## config.mk

```make
export PLATFORM = sky130hd
export DESIGN_NAME = start_done_responder
export DESIGN_NICKNAME = d
export VERILOG_FILES = /design/src/rtl/start_done_pkg.sv /design/src/rtl/start_edge_det.sv /design/src/rtl/start_done_responder.sv
export SDC_FILE = /design/constraint.sdc
export NUM_CORES = 1
export LEC_CHECK = 0
export ABC_AREA = 1
export ABC_CLOCK_PERIOD_IN_PS = 3080
export CAP_MARGIN = 5
export CORE_MARGIN = 4
export CORE_UTILIZATION = 40
export CTS_CLUSTER_DIAMETER = 200
export DETAILED_ROUTE_END_ITERATION = 12
export DONT_BUFFER_PORTS = 1
export PLACE_DENSITY_LB_ADDON = 0.08
export SLEW_MARGIN = 25
export SYNTH_ARGS = -nofsm -noshare
export SYNTH_HDL_FRONTEND = slang
export SYNTH_HIERARCHICAL = 1
export SYNTH_SLANG_ARGS = --single-unit
```

## constraint.sdc

```tcl
create_clock -name clk -period 3.08 [get_ports clk]
set_input_delay 0.616 -clock clk [delete_from_list [all_inputs] [get_ports clk]]
set_output_delay 0.616 -clock clk [all_outputs]
set_load 0.05 [all_outputs]
```

## src/rtl/start_done_pkg.sv

```systemverilog
// Shared types for the target side of the start/done handshake.
package start_done_pkg;

    typedef enum logic [1:0] {IDLE, ARMED, RUN, DONE} sd_state_t;

    localparam int DONE_LEVEL      = 0;
    localparam int DONE_PULSE_MODE = 1;

endpackage

```

## src/rtl/start_edge_det.sv

```systemverilog
// Optional synchronizer chain on the start input plus rise/fall detection
// on the synchronized level.
module start_edge_det #(
    parameter int SYNC_STAGES = 0
) (
    input  logic clk,
    input  logic rst,
    input  logic d,
    output logic lvl,
    output logic rise,
    output logic fall
);

    logic lvl_q;

    generate
        if (SYNC_STAGES == 0) begin : g_no_sync
            assign lvl = d;
        end else begin : g_sync
            logic [SYNC_STAGES-1:0] sync_q;

            // NOTE: reset sits in the sensitivity list so it acts between clock edges.
            always_ff @(posedge clk or posedge rst) begin
                if (rst) begin
                    sync_q <= '0;
                end else begin
                    sync_q[0] <= d;
                    for (int i = 1; i < SYNC_STAGES; i++) begin
                        sync_q[i] <= sync_q[i-1];
                    end
                end
            end

            assign lvl = sync_q[SYNC_STAGES-1];
        end
    endgenerate

    // NOTE: non-blocking assignments for every flop so all registers update together.
    always_ff @(posedge clk or posedge rst) begin
        if (rst) begin
            lvl_q <= 1'b0;
        end else begin
            lvl_q <= lvl;
        end
    end

    assign rise = lvl & ~lvl_q;
    assign fall = ~lvl & lvl_q;

endmodule

```

## src/rtl/start_done_responder.sv

```systemverilog
// Target-side responder: qualifies the start pulse width, runs a fixed-length
// job from the start fall, then signals done. Misuse raises sticky flags.
module start_done_responder
    import start_done_pkg::*;
#(
    parameter int WORK_CYCLES = 4,
    parameter int CNT_W       = 16,
    parameter int START_MIN   = 2,
    parameter int SYNC_STAGES = 0,
    parameter int DONE_PULSE  = DONE_LEVEL
) (
    input  logic clk,
    input  logic rst,
    input  logic start,
    output logic done,
    output logic busy,
    output logic err_short,
    output logic err_overrun
);

    localparam int                HCNT_W     = (START_MIN < 2) ? 1 : $clog2(START_MIN + 1);
    localparam logic [HCNT_W-1:0] HCNT_MAX   = HCNT_W'(START_MIN);
    localparam logic [CNT_W-1:0]  WCNT_INIT  = CNT_W'(WORK_CYCLES - 1);
    localparam bit                PULSE_MODE = (DONE_PULSE == DONE_PULSE_MODE);

    generate
        if (WORK_CYCLES < 1 || longint'(WORK_CYCLES) >= (longint'(1) << CNT_W) || SYNC_STAGES > 2)
        begin : g_bad_params
            $error("start_done_responder: illegal WORK_CYCLES/CNT_W/SYNC_STAGES combination");
        end
    endgenerate

    sd_state_t         state, state_next;
    logic [HCNT_W-1:0] hcnt, hcnt_next;
    logic [CNT_W-1:0]  wcnt, wcnt_next;
    logic              set_short, set_overrun;
    logic              done_next, busy_next;
    logic              lvl, rise, fall;

    start_edge_det #(
        .SYNC_STAGES(SYNC_STAGES)
    ) u_edge (
        .clk (clk),
        .rst (rst),
        .d   (start),
        .lvl (lvl),
        .rise(rise),
        .fall(fall)
    );

    always_ff @(posedge clk or posedge rst) begin
        if (rst) begin
            state       <= IDLE;
            hcnt        <= '0;
            wcnt        <= '0;
            done        <= 1'b0;
            busy        <= 1'b0;
            err_short   <= 1'b0;
            err_overrun <= 1'b0;
        end else begin
            state <= state_next;
            hcnt  <= hcnt_next;
            wcnt  <= wcnt_next;
            done  <= done_next;
            busy  <= busy_next;
            if (set_short)   err_short   <= 1'b1;
            if (set_overrun) err_overrun <= 1'b1;
        end
    end

    // NOTE: every output of this block gets a default first, so no latch is inferred.
    always_comb begin
        state_next  = state;
        hcnt_next   = hcnt;
        wcnt_next   = wcnt;
        set_short   = 1'b0;
        set_overrun = 1'b0;
        case (state)
            IDLE: begin
                if (rise) begin
                    state_next = ARMED;
                    hcnt_next  = HCNT_W'(1);
                end
            end
            ARMED: begin
                if (fall) begin
                    if (hcnt >= HCNT_MAX) begin
                        state_next = RUN;
                        wcnt_next  = WCNT_INIT;
                    end else begin
                        state_next = IDLE;
                        set_short  = 1'b1;
                    end
                end else if (lvl && hcnt < HCNT_MAX) begin
                    hcnt_next = hcnt + HCNT_W'(1);
                end
            end
            RUN: begin
                // A rise here never restarts the job, even on the completion edge.
                if (rise) set_overrun = 1'b1;
                if (wcnt == '0) begin
                    state_next = DONE;
                end else begin
                    wcnt_next = wcnt - CNT_W'(1);
                end
            end
            DONE: begin
                if (PULSE_MODE) begin
                    state_next = IDLE;
                    if (rise) set_overrun = 1'b1;
                end else if (rise) begin
                    state_next = ARMED;
                    hcnt_next  = HCNT_W'(1);
                end
            end
            default: state_next = IDLE;
        endcase
    end

    always_comb begin
        done_next = (state_next == DONE);
        busy_next = (state_next == ARMED) || (state_next == RUN);
    end

endmodule
```

==> metrics <==
clock-pin slew on the worst setup and hold paths=0.09 ns; effective utilization at floorplan=41.9%; Least-Margin Pin Slew=0.852 ns; CTS resizes=0; clock sink count=25; Final setup violation count=0; CTS tree=yes; Hold Fails Final Rpt=0; DR vias/cell=5.07; vias in the first global route=1285; Worst Path Required=3.24 ns; Fin Clk Skew=0.00416 ns; RSZ-0062 raised after global routing=no; number of enable-type register cells in the synthesized netlist=0; # nets final=220; Hold Path Class=input pin to async pin; Die Ht=70.4 um; crit path cell chain=inv_1, ha_1, nand4_1, nor2_1, nand2_2, nand2_4, inv_2, nand2_1, o21ai_1; Worst EP arrival=2.19 ns; routed len/inst=12.2 um; Setup CP Type=register to register; crit end category=register; Seq cells post-synth=25; Pre-antenna DRT Iters=5; placed cell count=254; Synth Flop Type=dfrtp_1; CP startpoint kind=register; initial DRC count=73; slowest stage delay, CP=0.53 ns; post-route ant nets=0; Synth Area per Inst=7.38 um2; DRC=0; Ports=7; htree depth=1; GRT Overall Usage=14.5%; Worst VDD drop=402 uV; Final Instance Count excl. Fillers=258; ys async rst share=100%; most numerous cell in the Yosys netlist=nand2_1; CTS hold repair buffers=0; Post-Synthesis Net Count=220; Max Transition Viols Final=0; die area=4950 um2; Row Count=22; fillers=386; post-DP HPWL=2400 um; GP Congestion=0.806; main area contributors after synthesis=dfrtp_1 40%, nand2_1 13%, inv_1 6.8%; sequential share of the synthesized area=40.2%; area leader, netlist=dfrtp_1; max-cap violations=0; pwr/cell area=1200 nW/um2; status=finished, final reports clean; Longest Clk Path Bufs=2; Worst path slowest cell=ha_1; P_leak=0.797 nW; core region area=3720 um2; max_slew headroom=42.9%; share of cells above drive strength 1=9.05%; period utilization=65.9%; Die Width=70.4 um; vias post-DR=1307; final critical-path required period=2.03 ns; first-pass GRT wire length=5840 um; Synth cell types=29; port bufs=0; cell area after technology mapping=1560 um2; Synth top area share=40.2%; CTS buffer count=3; clk_lat worst skew=0.27 ns; Root Buffer=clkbuf_8; largest net degree at the start of global routing=25; final core occ=43.3%; GRT overflow=0; Ant. Diodes=0; initial antenna violation count=0; yosys warns=6; Max Fclk=0.493 GHz; Setup Fix Bufs, Post-CTS=0; Post-synth top cells=55 x nand2_1, 28 x inv_1, 28 x nor2_1; WL final=3140 um; area grow syn2layout=3.38%; CP max FO=24; synthesized instance count=211; setup_tns=0 ns
-- layout make-up --
| cell class | instances | area [um2] | area share (%) |
|---|---|---|---|
| Sequential cell | 25 | 626 | 38.9 |
| Tap cell | 48 | 60.1 | 3.73 |
| Clock buffer | 3 | 41.3 | 2.57 |
| Clock inverter | 1 | 7.51 | 0.467 |
| Inverter | 29 | 109 | 6.77 |
| Multi-Input combinational cell | 152 | 766 | 47.6 |
-- worst max-delay path: cells and delay by family, from the launching register on --
family | cells | cell delay, ns
adders and majority gates | 1 | 0.53
AOI/OAI and AO/OA | 1 | 0.06
buffers and inverters | 2 | 0.20
and+or+nand+nor | 5 | 0.68
DFF | 1 | 0.43
-- flip-flops by register name, indices dropped and copies added (netlist names) --
name / flops
wcnt: 16
hcnt: 2
state: 2
busy: 1
done: 1
err_overrun: 1
err_short: 1
u_edge/lvl_q: 1
-- report_power, final --
part           switching, mW  leakage (nW)  total, mW  internal, mW
clock network          0.109        0.0217      0.200        0.0916
registers              0.183         0.320      0.634         0.451
logic                  0.736         0.455       1.10         0.366
total                   1.03         0.797       1.94         0.909
-- layer usage --
metal,wire [um],vias up,global-route usage (%)
met5,0,-,0
met1,1550,611,20.0
met2,1480,23,23.8
li1,-,671,-
met4,19,0,3.19
met3,97,2,2.30
-- worst paths after layout --
kind | start | depth (start not counted) | endpoint | slack (ns)
max in group asynchronous | rst | 1 | wcnt[12]$_DFFE_PP0P_ | 2.39
worst max register to register | state[0]$_DFF_PP0_ | 9 | wcnt[4]$_DFFE_PP0P_ | 1.05
worst min register to register | wcnt[0]$_DFFE_PP0P_ | 3 | wcnt[0]$_DFFE_PP0P_ | 0.54
min in group clk | start | 0 | u_edge/lvl_q$_DFF_PP0_ | 0.37
worst min-delay path | rst | 1 | u_edge/lvl_q$_DFF_PP0_ | 0.06
worst max-delay path | state[0]$_DFF_PP0_ | 9 | wcnt[4]$_DFFE_PP0P_ | 1.05
-- through the flow --
stage | area (um2) | hold slack (ns) | power [mW] | setup WS (ns)
6_report | 1610 | 0.0566 | 1.94 | 1.05
5_1_grt | 1610 | 0.0416 | 2.18 | 0.771
4_1_cts | 1610 | 0.0493 | 1.95 | 1.05
3_5_place_dp | 1560 | 0.352 | 1.74 | 1.07
3_3_place_gp | 1560 | 0.347 | 1.71 | 1.10
2_1_floorplan | 1560 | 0.345 | 1.59 | 1.55
-- cells by family (layout without fill, tap and decap cells) --
kind of cell	count (synthesis)	count (layout)	share of synthesized area (%)
adder cells (fa/ha/maj)	6	6	4.82
XOR/XNOR	2	2	1.13
buffers and inverters	34	33	10.6
flip-flops	25	25	40.2
AO/OA/AOI/OAI	29	29	11.3
AND/OR/NAND/NOR	115	115	32.0
-- layout by cell type (no fill, tap or decap), drive strengths merged --
cell / n
o21ai: 19
a31oi: 1
nand2: 58
or2: 2
clkinvlp: 1
clkbuf: 3
xor2: 1
xnor2: 1
o22ai: 1
nor3: 2
a21oi: 3
clkinv: 1
ha: 6
nor2: 33
o21bai: 4
nand3: 17
dfrtp: 25
a22oi: 1
nand4: 3
inv: 28
No activity file was read; power rests on OpenSTA's default activity.
